===== src/rtl/uart_tx_buffered_pkg.sv =====
// Shared definitions for the buffered UART transmitter: FSM state codes and
// status-word bit positions used by mem_ctrl when the CPU polls the sender.
package uart_tx_buffered_pkg;

    typedef logic [1:0] uart_state_t;

    localparam uart_state_t UART_IDLE  = 2'd0;
    localparam uart_state_t UART_START = 2'd1;
    localparam uart_state_t UART_DATA  = 2'd2;
    localparam uart_state_t UART_STOP  = 2'd3;

    localparam int UART_STA_BUSY = 0;
    localparam int UART_STA_FULL = 1;

endpackage


===== src/rtl/uart_tx_buffered_fifo.sv =====
// Byte-wide synchronous FIFO; head entry is shown on dout combinationally.
// A push into a full FIFO is taken only when a pop frees a slot on the same edge.
module sync_fifo_8b #(
    parameter int FIFO_AW = 4
) (
    input  logic               clk_i_w,
    input  logic               rst_i_w,
    input  logic               push,
    input  logic [7:0]         din,
    input  logic               pop,
    output logic [7:0]         dout,
    output logic               full,
    output logic               empty,
    output logic [FIFO_AW:0]   count
);

    localparam int DEPTH = 2 ** FIFO_AW;
    localparam logic [FIFO_AW:0] FULL_COUNT = (FIFO_AW + 1)'(DEPTH);
    localparam logic [FIFO_AW:0] PTR_ONE    = {{FIFO_AW{1'b0}}, 1'b1};

    logic [7:0]       mem [DEPTH];
    logic [FIFO_AW:0] wr_ptr;
    logic [FIFO_AW:0] rd_ptr;
    logic             pop_acc;
    logic             push_acc;

    // Extra pointer MSB separates full from empty; subtraction wraps naturally.
    assign count    = wr_ptr - rd_ptr;
    assign full     = (count == FULL_COUNT);
    assign empty    = (wr_ptr == rd_ptr);
    assign pop_acc  = pop && !empty;
    assign push_acc = push && (!full || pop_acc);
    assign dout     = mem[rd_ptr[FIFO_AW-1:0]];

    // NOTE: state registers use non-blocking assignments so every flop samples pre-edge values.
    always_ff @(posedge clk_i_w or negedge rst_i_w) begin
        if (!rst_i_w) begin
            wr_ptr <= '0;
            rd_ptr <= '0;
        end else begin
            if (push_acc) wr_ptr <= wr_ptr + PTR_ONE;
            if (pop_acc)  rd_ptr <= rd_ptr + PTR_ONE;
        end
    end

    // NOTE: storage has no reset; the pointers alone define which entries are valid.
    always_ff @(posedge clk_i_w) begin
        if (push_acc) mem[wr_ptr[FIFO_AW-1:0]] <= din;
    end

endmodule


===== src/rtl/uart_tx_buffered.sv =====
// Buffered 8N1 UART transmitter: FIFO in front of a start/data/stop serializer,
// with a registered busy/full status word polled by the CPU.
module uart_tx_buffered
    import uart_tx_buffered_pkg::*;
#(
    parameter int CLKS_PER_BIT = 208,
    parameter int FIFO_AW      = 4
) (
    input  logic       clk_i_w,
    input  logic       rst_i_w,
    input  logic       en_i_w,
    input  logic       send_i_w,
    input  logic [7:0] schar_i_w,
    output logic [1:0] sta_o_r,
    output logic       txd_o_r
);

    localparam int BW = $clog2(CLKS_PER_BIT);
    localparam logic [BW-1:0]    BAUD_LAST  = BW'(CLKS_PER_BIT - 1);
    localparam logic [BW-1:0]    BAUD_ONE   = BW'(1);
    localparam logic [FIFO_AW:0] FULL_COUNT = (FIFO_AW + 1)'(2 ** FIFO_AW);
    localparam logic [FIFO_AW:0] CNT_ONE    = {{FIFO_AW{1'b0}}, 1'b1};

    uart_state_t      state, state_nxt;
    logic [BW-1:0]    baud_cnt, baud_nxt;
    logic [2:0]       bit_cnt, bit_nxt;
    logic [7:0]       shift, shift_nxt;
    logic             txd_nxt;
    logic [1:0]       sta_nxt;

    logic [7:0]       fifo_dout;
    logic             fifo_full;
    logic             fifo_empty;
    logic [FIFO_AW:0] fifo_count;
    logic [FIFO_AW:0] count_nxt;
    logic             pop;
    logic             push_acc;
    logic             baud_end;

    assign pop      = (state == UART_IDLE) && en_i_w && !fifo_empty;
    assign push_acc = send_i_w && (!fifo_full || pop);
    assign baud_end = (baud_cnt == BAUD_LAST);

    sync_fifo_8b #(.FIFO_AW(FIFO_AW)) u_fifo (
        .clk_i_w (clk_i_w),
        .rst_i_w (rst_i_w),
        .push    (send_i_w),
        .din     (schar_i_w),
        .pop     (pop),
        .dout    (fifo_dout),
        .full    (fifo_full),
        .empty   (fifo_empty),
        .count   (fifo_count)
    );

    // NOTE: every combinational output gets a default first, so no path can infer a latch.
    always_comb begin
        state_nxt = state;
        baud_nxt  = baud_cnt;
        bit_nxt   = bit_cnt;
        shift_nxt = shift;
        txd_nxt   = txd_o_r;
        if (en_i_w) begin
            if (state == UART_IDLE) begin
                txd_nxt = 1'b1;
                if (pop) begin
                    state_nxt = UART_START;
                    baud_nxt  = '0;
                    shift_nxt = fifo_dout;
                    txd_nxt   = 1'b0;
                end
            end else if (!baud_end) begin
                baud_nxt = baud_cnt + BAUD_ONE;
            end else begin
                baud_nxt = '0;
                case (state)
                    UART_START: begin
                        state_nxt = UART_DATA;
                        bit_nxt   = '0;
                        txd_nxt   = shift[0];
                    end
                    UART_DATA: begin
                        if (bit_cnt == 3'd7) begin
                            state_nxt = UART_STOP;
                            txd_nxt   = 1'b1;
                        end else begin
                            shift_nxt = {1'b0, shift[7:1]};
                            bit_nxt   = bit_cnt + 3'd1;
                            txd_nxt   = shift[1];
                        end
                    end
                    default: begin
                        state_nxt = UART_IDLE;
                        txd_nxt   = 1'b1;
                    end
                endcase
            end
        end
    end

    // Status is registered from next-state values so it lines up with txd_o_r.
    always_comb begin
        count_nxt = fifo_count;
        if (push_acc && !pop)      count_nxt = fifo_count + CNT_ONE;
        else if (!push_acc && pop) count_nxt = fifo_count - CNT_ONE;
        sta_nxt                = 2'b00;
        sta_nxt[UART_STA_FULL] = (count_nxt == FULL_COUNT);
        sta_nxt[UART_STA_BUSY] = (count_nxt != '0) || (state_nxt != UART_IDLE);
    end

    always_ff @(posedge clk_i_w or negedge rst_i_w) begin
        if (!rst_i_w) begin
            state    <= UART_IDLE;
            baud_cnt <= '0;
            bit_cnt  <= '0;
            shift    <= '0;
            txd_o_r  <= 1'b1;
            sta_o_r  <= 2'b00;
        end else begin
            state    <= state_nxt;
            baud_cnt <= baud_nxt;
            bit_cnt  <= bit_nxt;
            shift    <= shift_nxt;
            txd_o_r  <= txd_nxt;
            sta_o_r  <= sta_nxt;
        end
    end

endmodule


===== config.mk =====
export PLATFORM = sky130hd
export DESIGN_NAME = uart_tx_buffered
export DESIGN_NICKNAME = d
export VERILOG_FILES = /design/src/rtl/uart_tx_buffered_pkg.sv /design/src/rtl/uart_tx_buffered_fifo.sv /design/src/rtl/uart_tx_buffered.sv
export SDC_FILE = /design/constraint.sdc
export NUM_CORES = 1
export LEC_CHECK = 0
export ABC_CLOCK_PERIOD_IN_PS = 3900
export BUFFER_PORTS_ARGS = -buffer_cell sky130_fd_sc_hd__buf_4
export CORE_MARGIN = 2
export CORE_UTILIZATION = 60
export CTS_CLUSTER_DIAMETER = 150
export DETAILED_ROUTE_END_ITERATION = 12
export PLACE_DENSITY = 0.78
export SETUP_SLACK_MARGIN = 0.15
export SYNTH_ARGS = -nofsm -noshare
export SYNTH_HDL_FRONTEND = slang
export SYNTH_HIERARCHICAL = 1
export SYNTH_SLANG_ARGS = --single-unit

===== constraint.sdc =====
create_clock -name clk_i_w -period 3.9 [get_ports clk_i_w]
set_clock_uncertainty 0.1 [all_clocks]
set_input_delay 0.585 -clock clk_i_w [delete_from_list [all_inputs] [get_ports clk_i_w]]
set_output_delay 0.585 -clock clk_i_w [all_outputs]
set_load 0.02 [all_outputs]

# Word-level counts from Yosys, hierarchy flattened
# Memory sizes are Yosys's and may differ from the RTL's.
# Cells that the tools add are included.
[word_totals]
register_bits = 34
ramBits = 128
inputBits = 12
output_inout_bits = 3
wordCells = 76
n_memories = 1
[memory_table]
columns = ["memory", "depth", "word_bits", "read_ports", "rd_ports_with_merged_regs", "write_ports", "line_no", "text"]
rows = [
  ["u_fifo.mem", 16, 8, 1, 0, 1, "uart_tx_buffered_fifo.sv:21", "logic [7:0] mem [DEPTH];"],
]
[op_classes]
addsub = 7
n_eq_ne = 10
mux = 25
n_bitwise = 1
reduce_logical = 24
[op_table]
columns = ["operator", "count"]
rows = [
  ["8-bit 2-to-1 mux", 8],
  ["5-bit by 1-bit adder with 5-bit output, second input constant", 3],
  ["5-bit == test, second input constant", 2],
  ["2-bit 2-to-1 mux", 5],
  ["5-bit 2-to-1 mux", 2],
  ["5-bit AND reduction", 2],
  ["8-bit by 1-bit adder with 8-bit output, second input constant", 1],
  ["8-bit == test, second input constant", 1],
  ["2-bit nonzero test", 4],
  ["1-bit logical AND", 7],
  ["1-bit 2-to-1 mux", 6],
  ["2-bit inequality test, second input constant", 3],
  ["3-bit case mux with 2 select lines", 1],
  ["5-bit == test", 1],
  ["5-bit nonzero test", 1],
  ["5-bit by 1-bit subtractor with 5-bit output, second input constant", 1],
  ["5-bit subtractor", 1],
  ["1-bit zero test", 4],
  ["2-bit case mux with 2 select lines", 1],
  ["2-bit AND reduction", 2],
  ["3-bit by 1-bit adder with 3-bit output, second input constant", 1],
  ["3-bit == test, second input constant", 1],
  ["1-bit logical OR", 3],
  ["3-bit 2-to-1 mux", 1],
  ["5 further kinds", 5],
]

# Logic depth before layout (Yosys ltp)
[depth]
ltp_word = 11
mapped_depth = 13
mapped_depth_nobuf = 13

# Cells and area by module
# Netlist, hierarchy kept.
[modules_own_cells]
columns = ["module", "n_inst", "cells_per_inst", "area_each_um2", "seq_area_each_um2"]
rows = [
  ["sync_fifo_8b", 1, 267, 5721.7, 4093.9],
  ["uart_tx_buffered", 1, 156, 1531.5, 601.8],
]

# Worst setup path after synthesis
# Ideal clock, no wire load.
[synth_timing]
path_kind = "register -> register"
from = "register u_fifo.rd_ptr[1]"
to = "register sta_o_r[0]"
setup_ns = 0.139
arrival_time_ns = 3.305
required_ns = 3.661
slack_ns = 0.356
stages_incl_launch_ff = 14
n_path_buf = 2
synth_period_minus_slack_ns = 3.544
cell_sequence = "dfrtp_1 clkbuf_1 clkbuf_1 inv_1 fa_1 xor2_1 nor3_1 o2111ai_2 inv_1 or2b_1 or3_1 a21oi_1 o2111a_1 or4b_1"
[synth_via]
elab_chain_cells = 11
word_cells_on_any_way = 22
cone_classes = "add/sub (3); eq/ne (2); mux (5); reduce/logical (12)"
[synth_lines]
columns = ["item", "line_no", "text"]
rows = [
  ["start: declaration", "uart_tx_buffered_fifo.sv:23", "logic [FIFO_AW:0] rd_ptr;"],
  ["start signal: assignment", "uart_tx_buffered_fifo.sv:42", "if (pop_acc) rd_ptr <= rd_ptr + PTR_ONE;"],
  ["5-bit subtractor *", "uart_tx_buffered_fifo.sv:28", "assign count = wr_ptr - rd_ptr;"],
  ["via fifo_count[2]", "uart_tx_buffered.sv:34", "logic [FIFO_AW:0] fifo_count;"],
  ["5-bit == test *", "uart_tx_buffered_fifo.sv:29", "assign full = (count == FULL_COUNT);"],
  ["via fifo_full", "uart_tx_buffered.sv:32", "logic fifo_full;"],
  ["1-bit zero test *", "uart_tx_buffered.sv:41", "assign push_acc = send_i_w && (!fifo_full || pop);"],
  ["1-bit logical OR *", "uart_tx_buffered.sv:41", ""],
  ["1-bit logical AND *", "uart_tx_buffered.sv:41", ""],
  ["1-bit zero test", "uart_tx_buffered.sv:105", "else if (!push_acc && pop) count_nxt = fifo_count - CNT_ONE;"],
  ["1-bit logical AND", "uart_tx_buffered.sv:105", ""],
  ["5-bit 2-to-1 mux", "uart_tx_buffered.sv:105", ""],
  ["5-bit 2-to-1 mux *", "uart_tx_buffered.sv:104", "if (push_acc && !pop) count_nxt = fifo_count + CNT_ONE;"],
  ["5-bit nonzero test *", "uart_tx_buffered.sv:108", "sta_nxt[UART_STA_BUSY] = (count_nxt != '0) || (state_nxt != UART_IDLE);"],
  ["1-bit logical OR *", "uart_tx_buffered.sv:108", ""],
  ["via sta_nxt[0]", "uart_tx_buffered.sv:29", "logic [1:0] sta_nxt;"],
  ["end signal: assignment", "uart_tx_buffered.sv:125", "sta_o_r <= sta_nxt;"],
  ["end: declaration", "uart_tx_buffered.sv:14", "output logic [1:0] sta_o_r,"],
]
# The timed path passes the listed nets; every way through them passes the cells marked *.
# A chain may end at the register's enable or synchronous reset.

# Worst setup path in the final report
[layout_timing]
from = "register u_fifo.wr_ptr[0]"
to = "register sta_o_r[0]"
[layout_via]
elab_chain_cells = 11
word_cells_on_any_way = 22
cone_classes = "add/sub (3); eq/ne (2); mux (5); reduce/logical (12)"
[layout_lines]
columns = ["item", "line_no", "text"]
rows = [
  ["start: declaration", "uart_tx_buffered_fifo.sv:22", "logic [FIFO_AW:0] wr_ptr;"],
  ["start signal: assignment", "uart_tx_buffered_fifo.sv:41", "if (push_acc) wr_ptr <= wr_ptr + PTR_ONE;"],
  ["5-bit subtractor *", "uart_tx_buffered_fifo.sv:28", ""],
  ["via fifo_count[2]", "uart_tx_buffered.sv:34", ""],
  ["5-bit == test *", "uart_tx_buffered_fifo.sv:29", ""],
  ["via fifo_full", "uart_tx_buffered.sv:32", ""],
  ["1-bit zero test *", "uart_tx_buffered.sv:41", ""],
  ["1-bit logical OR *", "uart_tx_buffered.sv:41", ""],
  ["1-bit logical AND *", "uart_tx_buffered.sv:41", ""],
  ["1-bit zero test", "uart_tx_buffered.sv:105", ""],
  ["1-bit logical AND", "uart_tx_buffered.sv:105", ""],
  ["5-bit 2-to-1 mux", "uart_tx_buffered.sv:105", ""],
  ["5-bit 2-to-1 mux *", "uart_tx_buffered.sv:104", ""],
  ["5-bit nonzero test *", "uart_tx_buffered.sv:108", ""],
  ["1-bit logical OR *", "uart_tx_buffered.sv:108", ""],
  ["via sta_nxt[0]", "uart_tx_buffered.sv:29", ""],
]
# Marks and branches as above.

==> tab_implementation.tex <==
\begin{tabular}{lr}
\hline
Metric & Value \\
\hline
\multicolumn{2}{l}{\textbf{Outcome}} \\
\quad Status & complete, no violations \\
\multicolumn{2}{l}{\textbf{Drt}} \\
\quad Drt pass-1 iters & 5 \\
\quad DR vias/cell & about 6.3 \\
\quad Initial detailed-routing violation count & about 430 \\
\quad Via count & 3854 \\
\quad Average wire per cell in the routed design & about 23 µm \\
\quad Number of nets with antenna violations after routing & 0 \\
\quad Drc violations & 0 \\
\quad Final wirelength & $\sim$14000 µm \\
\multicolumn{2}{l}{\textbf{Pwr}} \\
\quad Internal Dissipation & 0.00326 W \\
\quad Cell Pwr Density & 553 nW/µm² \\
\quad Power share of the clock group & 33.6\% \\
\quad Tot Pwr & 0.00448 W \\
\quad Proportion of power drawn by combinational gates & 17.4\% \\
\quad Flop pwr share & roughly half \\
\quad Proportion of total power due to net switching & 27.1\% \\
\quad Max IR drop VDD & 0.000416 V \\
\quad Reported net switching power & 0.00121 W \\
\quad Static leakage & approximately 3 nW \\
\multicolumn{2}{l}{\textbf{Run}} \\
\quad Max Cap Viol & 0 \\
\multicolumn{2}{l}{\textbf{Clocking}} \\
\quad Number of buffers inserted by post-CTS setup repair & 0 \\
\quad Clock slew at reported path FFs & 0.06 ns \\
\quad Number of sinks on the clock net & 162 \\
\quad Number of buffers between clock root and the deepest sink & 2 \\
\quad Clock tree from TritonCTS & yes \\
\quad Clock insertion delay at the later pin of the skew report & 0.42 ns \\
\quad Clock root buffer & sky130\_fd\_sc\_hd\_\_clkbuf\_16 \\
\quad Count of H-tree levels built during CTS & 4 \\
\quad Clock buffer count from CTS & 17 \\
\multicolumn{2}{l}{\textbf{Synthesis}} \\
\quad Post-Synthesis Cell Area & 7250 µm² \\
\quad Proportion of register bits with asynchronous set or reset after synthesis & around a fifth \\
\quad Dominant cell type by area after synthesis & sky130\_fd\_sc\_hd\_\_edfxtp\_1 \\
\quad Cell count after synthesis & 423 \\
\quad Number of nets produced by synthesis & 453 \\
\quad Synth area leaders & sky130\_fd\_sc\_hd\_\_edfxtp\_1 (53\%), sky130\_fd\_sc\_hd\_\_dfrtp\_1 (11\%), sky130\_fd\_sc\_hd\_\_mux4\_1 (11\%), sky130\_fd\_sc\_hd\_\_mux4\_2 (3.1\%), sky130\_fd\_sc\_hd\_\_ha\_1 (2.9\%) \\
\quad Warning count from the yosys run & 6 \\
\quad Syn Area/Cell & around 17 µm² \\
\quad Portion of the post-synthesis area used by sequential elements & between 60\% and 70\% \\
\quad Most used flip-flop cell after synthesis & sky130\_fd\_sc\_hd\_\_edfxtp\_1 \\
\quad Synth unique cells & 65 \\
\quad Post-synth EDFFs & 128 \\
\quad Number of synthesized register bits & $\sim$160 \\
\quad Share of Yosys cell area claimed by the top area cell type & 53.0\% \\
\multicolumn{2}{l}{\textbf{Critical path}} \\
\quad Ordered cell list for the critical path & inv\_1 > ha\_1 > inv\_1 > fa\_1 > xor2\_2 > nor3\_1 > o2111ai\_2 > inv\_1 > or2b\_1 > or3\_1 > a21oi\_1 > o2111a\_1 > or4b\_1 \\
\quad Critical Path Sink Type & flip-flop \\
\quad Element type at the critical path start & flip-flop \\
\quad Delay of the slowest critical-path stage & 0.44 ns \\
\quad Crit-path slowest cell & sky130\_fd\_sc\_hd\_\_dfrtp\_1 \\
\quad Launch point of the worst path & u\_fifo/wr\_ptr[0] \\
\quad Critical path class & flip-flop to flip-flop \\
\quad CP top delay family & simple AND/OR/NAND/NOR gates \\
\quad Worst EP required & about 4.1 ns \\
\quad Cell seen most often among critical-path stages & sky130\_fd\_sc\_hd\_\_inv\_1 \\
\quad Max Fanout on Critical Path & 8 \\
\quad CP Buf/Inv Count & 3 \\
\quad Worst EP arrival & 3.71 ns \\
\quad Launch point of the worst reg-to-reg path & u\_fifo/wr\_ptr[0] \\
\multicolumn{2}{l}{\textbf{Timing}} \\
\quad Min Clock Period, post-route & approximately 3.5 ns \\
\quad Fin Setup TNS & 0 ns \\
\quad Final setup violation count & 0 \\
\quad Share of the clock period used by the worst path after layout & 90.2\% \\
\quad Final hold violation count & 0 \\
\quad Least-Margin Pin Slew & 0.863 ns \\
\quad Setup repair after global routing missed its margin & no \\
\quad Worst max-slew margin expressed relative to the limit & 42.2\% \\
\quad Maximum achievable frequency & 0.284 GHz \\
\quad Number of max-slew violations in the final report & 0 \\
\multicolumn{2}{l}{\textbf{GRT}} \\
\quad Vias in the first global route & around 4000 \\
\quad Pin count of the biggest net entering global routing & 36 \\
\quad Total congestion overflow after global routing & 0 \\
\quad Antenna violations before repair & 0 \\
\quad Global-route wire length before repair & roughly 22000 µm \\
\quad Overall track demand over capacity in global routing & 24.0\% \\
\multicolumn{2}{l}{\textbf{Die}} \\
\quad Die Area & between 10000 and 15000 µm² \\
\quad Die extent in y & 114 µm \\
\quad Core Box Area & 11900 µm² \\
\quad Initial Util & 60.9\% \\
\quad DIE WIDTH & 114 µm \\
\quad Boundary Pins & 15 \\
\quad Number of placement rows & 40 \\
\multicolumn{2}{l}{\textbf{Worst hold path}} \\
\quad Hold/Removal Path Class & primary input to async pin \\
\multicolumn{2}{l}{\textbf{Final layout}} \\
\quad Layout overhead on the synthesized area & 11.6\% \\
\quad Seq. cell area & approximately 4700 µm² \\
\quad Net total in the final layout & 487 \\
\quad Filler Cell Count & 780 \\
\quad Multi-input combinational cell area & 2370 µm² \\
\quad Antenna diodes & 0 \\
\quad Proportion of layout cells with a drive suffix above 1 & between 20\% and 30\% \\
\multicolumn{2}{l}{\textbf{Placed design}} \\
\quad PortBufs & 14 \\
\quad Final Wtd Congestion & approximately 0.84 \\
\quad Detailed Place HPWL & 8900 µm \\
\hline
\end{tabular}
==> registers in the layout, summed over array words and instances (netlist names) <==
signal	flops
baud_cnt	8
bit_cnt	3
shift	8
sta_o_r	2
state	2
txd_o_r	1
u_fifo/mem	128
u_fifo/rd_ptr	5
u_fifo/wr_ptr	5
==> synthesized netlist by cell type (7+ instances only) <==
| cell | count |
|---|---|
| sky130_fd_sc_hd__ha_1 | 17 |
| sky130_fd_sc_hd__nand2_1 | 20 |
| sky130_fd_sc_hd__inv_1 | 18 |
| sky130_fd_sc_hd__mux4_2 | 10 |
| sky130_fd_sc_hd__o21ai_0 | 16 |
| sky130_fd_sc_hd__edfxtp_1 | 128 |
| sky130_fd_sc_hd__clkbuf_1 | 9 |
| sky130_fd_sc_hd__nor3_1 | 10 |
| sky130_fd_sc_hd__xnor2_1 | 8 |
| sky130_fd_sc_hd__nand2b_1 | 7 |
| sky130_fd_sc_hd__mux4_1 | 30 |
| sky130_fd_sc_hd__nor2_1 | 18 |
| sky130_fd_sc_hd__mux2_2 | 14 |
| sky130_fd_sc_hd__nand3_1 | 9 |
| sky130_fd_sc_hd__dfrtp_1 | 33 |
==> kinds of logic (layout without fill, tap and decap cells) <==
group | count (synthesis) | in the layout | synth area share (%)
buffers and inverters | 37 | 82 | 2.64
XOR/XNOR | 13 | 13 | 1.57
multiplexers | 55 | 55 | 16.3
AND/OR/NAND/NOR | 91 | 91 | 7.00
flip-flops | 162 | 162 | 64.7
AO/OA/AOI/OAI | 47 | 47 | 4.55
adder cells (fa/ha/maj) | 18 | 18 | 3.21
==> repair_timing <==
| item | CTS | global route |
|---|---|---|
| setup endpoints to repair | 0 | 1 |
| hold buffers | 0 | 0 |
| resized for setup | 0 | 1 |
==> per-layer routing <==
| metal | track usage [%] | share of wire [%] |
|---|---|---|
| met1 | 30.7 | 41 |
| met2 | 40.1 | 53 |
| met3 | 7.39 | 5.1 |
| met4 | 6.75 | 1.0 |
| met5 | 0 | 0 |
==> worst paths after layout <==
| check | endpoint | slack, ns | cells past startpoint |
|---|---|---|---|
| max | sta_o_r[0] | 0.38 | 13 |
| min | sta_o_r[1] | 0.0001 | 1 |
| max reg2reg | sta_o_r[0] | 0.38 | 13 |
| min reg2reg | u_fifo/rd_ptr[4] | 0.39 | 1 |
| max in group asynchronous | txd_o_r | 3.37 | 1 |
| min in group clk_i_w | u_fifo/mem[15][6] | 0.36 | 1 |
==> worst reg2reg max path, stage by stage, from the launching register on <==
cell and delay [ns]:
sky130_fd_sc_hd__dfrtp_1 0.44, sky130_fd_sc_hd__inv_1 0.13, sky130_fd_sc_hd__ha_1 0.18, sky130_fd_sc_hd__inv_1 0.06
sky130_fd_sc_hd__fa_1 0.43, sky130_fd_sc_hd__xor2_2 0.31, sky130_fd_sc_hd__nor3_1 0.10, sky130_fd_sc_hd__o2111ai_2 0.19
sky130_fd_sc_hd__inv_1 0.10, sky130_fd_sc_hd__or2b_1 0.27, sky130_fd_sc_hd__or3_1 0.31, sky130_fd_sc_hd__a21oi_1 0.15
sky130_fd_sc_hd__o2111a_1 0.21, sky130_fd_sc_hd__or4b_1 0.43
==> cell usage in the layout (no fill, tap or decap), types with 2 or more instances in the layout <==
master | synthesis | routed
sky130_fd_sc_hd__mux2_2 | 14 | 14
sky130_fd_sc_hd__mux4_1 | 30 | 30
sky130_fd_sc_hd__dfrtp_1 | 33 | 33
sky130_fd_sc_hd__clkbuf_1 | 9 | 5
sky130_fd_sc_hd__or3_1 | 2 | 2
sky130_fd_sc_hd__and2_1 | 2 | 2
sky130_fd_sc_hd__and4_2 | 2 | 2
sky130_fd_sc_hd__a21oi_1 | 5 | 5
sky130_fd_sc_hd__inv_2 | 2 | 2
sky130_fd_sc_hd__ha_1 | 17 | 17
sky130_fd_sc_hd__nand2_1 | 20 | 20
sky130_fd_sc_hd__clkbuf_16 | 0 | 17
sky130_fd_sc_hd__nor3_1 | 10 | 10
sky130_fd_sc_hd__xor2_1 | 5 | 4
sky130_fd_sc_hd__clkinv_1 | 0 | 2
sky130_fd_sc_hd__o211ai_1 | 4 | 4
sky130_fd_sc_hd__nor2_1 | 18 | 18
sky130_fd_sc_hd__nand3_1 | 9 | 9
sky130_fd_sc_hd__edfxtp_1 | 128 | 128
sky130_fd_sc_hd__nand4_1 | 3 | 3
sky130_fd_sc_hd__buf_4 | 1 | 32
sky130_fd_sc_hd__o31ai_1 | 3 | 3
sky130_fd_sc_hd__a21o_1 | 2 | 2
sky130_fd_sc_hd__nand2b_1 | 7 | 7
sky130_fd_sc_hd__inv_1 | 18 | 18
sky130_fd_sc_hd__inv_6 | 0 | 4
sky130_fd_sc_hd__mux4_2 | 10 | 10
sky130_fd_sc_hd__nor4_1 | 2 | 2
sky130_fd_sc_hd__nor2b_1 | 2 | 2
sky130_fd_sc_hd__o21ai_0 | 16 | 16
sky130_fd_sc_hd__xnor2_1 | 8 | 8
==> power groups by stage <==
stage               clock [W]  combinational, W  sequential (W)
floorplan                   0          0.000550         0.00217
global placement            0          0.000722         0.00221
detailed placement          0          0.000763         0.00222
CTS                   0.00154          0.000766         0.00219
global route          0.00161          0.000861         0.00221
finish                0.00151          0.000777         0.00219
==> stage by stage <==
stage / hold slack [ns] / utilization [%] / area, µm² / std cells / setup slack [ns]
finish: 0.000124 / 67.9 / 8090 / 615 / 0.381
floorplan: 0.189 / - / 7250 / 423 / 0.356
global route: 0.0317 / 67.9 / 8090 / 615 / 0.150
global placement: 0.384 / 63.5 / 7560 / 585 / 0.516
detailed placement: 0.389 / 63.5 / 7560 / 585 / 0.349
CTS: 0.00745 / 67.9 / 8090 / 615 / 0.328
==> layout make-up <==
cell class,count,share of cell area (%)
Clock buffer,22,5.49
Clock inverter,8,0.989
Inverter,20,0.928
Multi-Input combinational cell,224,29.3
Sequential cell,162,58.0
Tap cell,147,2.27
Timing Repair Buffer,32,2.97
Note: power is estimated with default switching activity, not from simulation.
